`src/rtl/rtc_bus_arbiter.sv`:
```
// rtc_bus_arbiter
//   Owns the shared multiplexed RTC bus and arbitrates it between the periodic
//   read sequencer and the write sequencer. Generates the refresh trigger,
//   issues one-cycle start pulses, muxes the granted engine onto the pins,
//   inserts idle guard cycles after each transaction and releases the bus via
//   a watchdog if an engine never reports done.
//
// Ports
//   clock, reset           : system clock, asynchronous active-low reset
//   rfsh_en                : enables the refresh timer
//   wr_req / wr_ack        : level write request / end-of-write pulse
//   rd_start / rd_done     : read sequencer handshake
//   wr_start / wr_done     : write sequencer handshake
//   rd_* / wr_*            : engine bus controls and address/data
//   bus_*                  : RTC pins (idle: controls 1, AD 8'hFF)
//   grant                  : one-hot owner (01 read, 10 write, 00 none)
//   busy                   : high outside IDLE
//   timeout_err            : sticky watchdog release flag
module rtc_bus_arbiter #(
    parameter int unsigned REFRESH_CYCLES = 10000000,
    parameter int unsigned TIMEOUT_CYCLES = 1023,
    parameter int unsigned GUARD_CYCLES   = 4
) (
    input  logic       clock,
    input  logic       reset,
    input  logic       rfsh_en,
    input  logic       wr_req,
    output logic       wr_ack,
    output logic       rd_start,
    input  logic       rd_done,
    output logic       wr_start,
    input  logic       wr_done,
    input  logic       rd_ad,
    input  logic       rd_wr,
    input  logic       rd_rd,
    input  logic       rd_cs,
    input  logic [7:0] rd_adout,
    input  logic       wr_ad,
    input  logic       wr_wr,
    input  logic       wr_rd,
    input  logic       wr_cs,
    input  logic [7:0] wr_adout,
    output logic       bus_ad,
    output logic       bus_wr,
    output logic       bus_rd,
    output logic       bus_cs,
    output logic [7:0] bus_adout,
    output logic [1:0] grant,
    output logic       busy,
    output logic       timeout_err
);

    localparam int unsigned TW = $clog2(REFRESH_CYCLES);
    localparam int unsigned WW = $clog2(TIMEOUT_CYCLES);
    localparam int unsigned GW = $clog2(GUARD_CYCLES + 1);

    typedef enum logic [2:0] {
        S_IDLE,
        S_RD_ISSUE,
        S_RD_BUSY,
        S_WR_ISSUE,
        S_WR_BUSY,
        S_GUARD
    } state_t;

    state_t        state_q, state_d;
    logic [TW-1:0] timer_q;
    logic [WW-1:0] wd_q;
    logic [GW-1:0] guard_q;
    logic [1:0]    grant_q, grant_d;
    logic          rd_pend_q, rd_pend_d;
    logic          last_wr_q, last_wr_d;   // 1: last owner was the write engine
    logic          tmo_q, tmo_d;
    logic          tick;
    logic          wd_exp;
    logic          guard_end;
    logic          rd_req;

    assign tick      = rfsh_en && (timer_q == TW'(REFRESH_CYCLES - 1));
    assign wd_exp    = (wd_q == WW'(TIMEOUT_CYCLES - 1));
    assign guard_end = (guard_q == GW'(GUARD_CYCLES - 1));
    // A tick landing in IDLE competes in the same cycle as a pending read.
    assign rd_req    = rd_pend_q | tick;

    always_ff @(posedge clock or negedge reset) begin
        if (!reset) begin
            state_q   <= S_IDLE;
            timer_q   <= '0;
            wd_q      <= '0;
            guard_q   <= '0;
            grant_q   <= '0;
            rd_pend_q <= 1'b0;
            last_wr_q <= 1'b1;
            tmo_q     <= 1'b0;
        end else begin
            state_q   <= state_d;
            grant_q   <= grant_d;
            rd_pend_q <= rd_pend_d;
            last_wr_q <= last_wr_d;
            tmo_q     <= tmo_d;

            if (!rfsh_en || tick) timer_q <= '0;
            else                  timer_q <= timer_q + 1'b1;

            if (state_q == S_RD_BUSY || state_q == S_WR_BUSY) wd_q <= wd_q + 1'b1;
            else                                              wd_q <= '0;

            if (state_q == S_GUARD) guard_q <= guard_q + 1'b1;
            else                    guard_q <= '0;
        end
    end

    always_comb begin
        state_d   = state_q;
        grant_d   = grant_q;
        rd_pend_d = rd_pend_q | tick;
        last_wr_d = last_wr_q;
        tmo_d     = tmo_q;
        rd_start  = 1'b0;
        wr_start  = 1'b0;
        wr_ack    = 1'b0;

        case (state_q)
            S_IDLE: begin
                if (rd_req && (!wr_req || last_wr_q)) begin
                    state_d = S_RD_ISSUE;
                    grant_d = 2'b01;
                end else if (wr_req) begin
                    state_d = S_WR_ISSUE;
                    grant_d = 2'b10;
                end
            end
            S_RD_ISSUE: begin
                rd_start  = 1'b1;
                rd_pend_d = tick;
                last_wr_d = 1'b0;
                state_d   = S_RD_BUSY;
            end
            S_RD_BUSY: begin
                if (rd_done || wd_exp) begin
                    state_d = S_GUARD;
                    grant_d = 2'b00;
                    if (!rd_done) tmo_d = 1'b1;
                end
            end
            S_WR_ISSUE: begin
                wr_start  = 1'b1;
                last_wr_d = 1'b1;
                state_d   = S_WR_BUSY;
            end
            S_WR_BUSY: begin
                if (wr_done || wd_exp) begin
                    state_d = S_GUARD;
                    grant_d = 2'b00;
                    wr_ack  = 1'b1;
                    if (!wr_done) tmo_d = 1'b1;
                end
            end
            S_GUARD: begin
                if (guard_end) state_d = S_IDLE;
            end
            default: begin
                state_d = S_IDLE;
                grant_d = 2'b00;
            end
        endcase
    end

    always_comb begin
        bus_ad    = 1'b1;
        bus_wr    = 1'b1;
        bus_rd    = 1'b1;
        bus_cs    = 1'b1;
        bus_adout = 8'hFF;
        if (grant_q == 2'b01) begin
            bus_ad    = rd_ad;
            bus_wr    = rd_wr;
            bus_rd    = rd_rd;
            bus_cs    = rd_cs;
            bus_adout = rd_adout;
        end else if (grant_q == 2'b10) begin
            bus_ad    = wr_ad;
            bus_wr    = wr_wr;
            bus_rd    = wr_rd;
            bus_cs    = wr_cs;
            bus_adout = wr_adout;
        end
    end

    assign grant       = grant_q;
    assign busy        = (state_q != S_IDLE);
    assign timeout_err = tmo_q;

endmodule

```
`config.mk`:
```
export PLATFORM = sky130hd
export DESIGN_NAME = rtc_bus_arbiter
export DESIGN_NICKNAME = d
export VERILOG_FILES = /design/src/rtl/rtc_bus_arbiter.sv
export SDC_FILE = /design/constraint.sdc
export NUM_CORES = 1
export LEC_CHECK = 0
export ABC_AREA = 1
export BUFFER_PORTS_ARGS = -buffer_cell sky130_fd_sc_hd__buf_2
export CORE_MARGIN = 2
export CORE_UTILIZATION = 55
export CTS_CLUSTER_SIZE = 28
export DETAILED_ROUTE_END_ITERATION = 16
export PLACE_DENSITY = 0.87
export SLEW_MARGIN = 20
export SYNTH_ARGS = -nofsm -noshare
export SYNTH_HDL_FRONTEND = slang
export SYNTH_SLANG_ARGS = --single-unit
```
`constraint.sdc`:
```
create_clock -name clock -period 1.9 [get_ports clock]
set_clock_uncertainty 0.15 [all_clocks]
set_input_delay 0.57 -clock clock [delete_from_list [all_inputs] [get_ports clock]]
set_output_delay 0.57 -clock clock [all_outputs]
set_load 0.01 [all_outputs]
```
==> flow_summary.json <==
{
  "worstSkewPairLatency_ps": 310,
  "synth_area_per_cell_sq_um": 7.52,
  "placedCellCount": 450,
  "power_frac_seq_pct": 38.9,
  "antenna_found_initial": 0,
  "slew_headroom_pct": 72.0,
  "rsz0062_at_grt": "true",
  "post-route-drc-count": 0,
  "synthesis.area_sq_um": 2560,
  "grt_pass1_vias": 2512,
  "period_needed_ps": 2220,
  "mostFrequentLayoutCells": "inv_1, nor2_1, nand2_1, buf_2, dfrtp_1",
  "cts_hold_buf": 0,
  "register_area_sq_um": 1130,
  "grt_use_total_pct": 26.0,
  "wl_per_cell_um": 16.3,
  "final_cells": 478,
  "die_h_um": 72.3,
  "clkTransAtPathRegs_ps": 90,
  "clockPowerShare_pct": 21.1,
  "status": "complete, but fails checks",
  "dpl.hpwl_um": 4590,
  "ys_async_sr_fraction_pct": 100,
  "num_vias": 2799,
  "crit_fanout": 2,
  "wl_met2_um": 3880,
  "drtIter0Drc": 261,
  "ys_ff_latch": 45,
  "wl_um": 7780,
  "gp_congestion": 0.916,
  "hold_viol": 0,
  "avgViaCountPerCell": 5.86,
  "synth.yosys.warnings": 0,
  "cap_violations": 0,
  "failed_checks": "setup timing",
  "finalSetupViolations": 15,
  "netlist_instances": 341,
  "io_buffers": 48,
  "grt_pass1_wl_um": 10800,
  "fmax_ghz": 0.451,
  "synth_top_area_cell": "dfrtp_1",
  "worstSetupStartpointType": "register",
  "multi_input_area_sq_um": 1410,
  "synth_flop_cell": "dfrtp_1",
  "switchingPower_uw": 1100,
  "synthDistinctLibCells": 32,
  "numCtsBuffers": 5,
  "leakage_uw": 0.00161,
  "drtPass1Iterations": 5,
  "clock_path_buffers": 2,
  "worst_hold_path_type": "in -> async",
  "wl_met3_um": 672,
  "layout_commonest_cell": "inv_1",
  "yosysSeqAreaShare_pct": 44.0,
  "grt_max_degree": 24,
  "swShare_pct": 38.2,
  "drive_above_1_share_pct": 35.7,
  "internal_power_uw": 1780,
  "wl_met1_um": 2870,
  "synth_fp_nets": 376,
  "cts_root_buf": "clkbuf_8",
  "die_area_sq_um": 5230,
  "powerDensity_nw_per_um2": 837,
  "r2r_setup_slack_ps": 10,
  "cp_data_arrival_time_ps": 1500,
  "min_period_over_period_pct": 117,
  "crit_type": "reg -> out",
  "synth_edf_count": 0,
  "htreeDepth": 2,
  "grt-ovfl-total": 0,
  "ant_nets": 0,
  "cts_sinks": 45,
  "fillers": 262,
  "core_sq_um": 4410,
  "nets": 460,
  "top_layer": "met4",
  "worstMarginPinSlew_ps": 418,
  "fin_ws_ps": -318,
  "synth_top_area_share_pct": 42.9,
  "tritoncts": "yes",
  "postLayoutCoreUtil_pct": 77.9,
  "synth_top_cells_by_area": "dfrtp_1, inv_1, nand2_1",
  "critPathCaptureType": "output port",
  "final_max_slew_viol_count": 0,
  "p_comb_share_pct": 39.9,
  "ir_drop_mv": 0.514,
  "initial_core_util_pct": 58.1,
  "antenna_cells": 0,
  "ios": 49,
  "rows": 24,
  "area_growth_pct": 34.0,
  "required_ps": 1180,
  "fp.dieW_um": 72.3
}
power groups by stage:
stage	sequential, uW	combinational (uW)	clock, uW
floorplan	1120	479	0
global placement	1120	696	0
detailed placement	1130	729	0
CTS	1100	832	618
global route	1130	1240	649
finish	1120	1150	608
stage by stage:
stage	hold WS, ps	TNS [ps]	instance area [sq um]	worst slack (ps)	total power, uW
final	19.8	-2580	3440	-318	2880
after global routing	48.4	-3540	3440	-365	3010
after CTS	38.3	-2080	3190	-253	2550
after detailed placement	290	0	2960	27.9	1850
after global placement	274	0	2960	68.5	1820
after floorplan	124	0	2560	55.7	1600
kinds of logic after synthesis:
kind of cell,after synthesis,share of synthesized area (%)
DFF,45,44.0
AOI/OAI and AO/OA,47,10.2
xor gates and xnor gates,7,2.39
and+or+nand+nor,172,31.4
buffers and inverters,65,9.66
adders and majority gates,5,2.44
what timing repair did:
item | CTS | global route
setup buffers | 8 | 13
pin swaps | 2 | 9
setup endpoints to repair | 15 | 30
resized for setup | 17 | 43
cloned | 1 | 0
worst max-delay path, cell delays in order (launching register included):
cell and delay [ps]:
dfrtp_1 390, inv_1 70, ha_2 190, nand3_2 70, nor2_1 90, nand3_1 110
a21oi_2 130, buf_2 140
routing by layer:
layer | vias up | global-route usage, %
met1 | 1298 | 30.1
met3 | 43 | 5.97
li1 | 1274 | -
met2 | 184 | 46.4
met5 | - | 0
met4 | 0 | 10.3
worst paths after layout:
| kind | startpoint | to | depth (start not counted) |
|---|---|---|---|
| setup reg to reg | timer_q[0] | state_q[1] | 12 |
| max in group asynchronous | reset | last_wr_q | 2 |
| setup / recovery | wd_q[0] | wr_ack | 7 |
| hold reg to reg | guard_q[0] | guard_q[0] | 1 |
| min in group clock | guard_q[0] | guard_q[0] | 1 |
| hold / removal | reset | timer_q[16] | 1 |
registers in the layout, summed over array words and instances (netlist names):
| signal | count |
|---|---|
| last_wr_q | 1 |
| wd_q | 10 |
| guard_q | 3 |
| timeout_err | 1 |
| grant | 2 |
| timer_q | 24 |
| rd_pend_q | 1 |
| state_q | 3 |
Yosys cell counts (5+ instances only):
master	count
inv_1	59
o21ai_0	8
o22ai_1	12
nor2_1	52
nor3_1	18
a21oi_1	19
nand3_1	15
nand4_1	12
ha_1	5
nand2_1	54
xor2_1	5
dfrtp_1	44
final cells by class:
type	instances	share of cell area (%)
Timing Repair Buffer	79	14.8
Clock inverter	3	0.655
Sequential cell	45	32.9
Tap cell	52	1.89
Multi-Input combinational cell	232	41.0
Inverter	62	6.77
Clock buffer	5	2.00
Note: power is estimated with default switching activity, not from simulation.
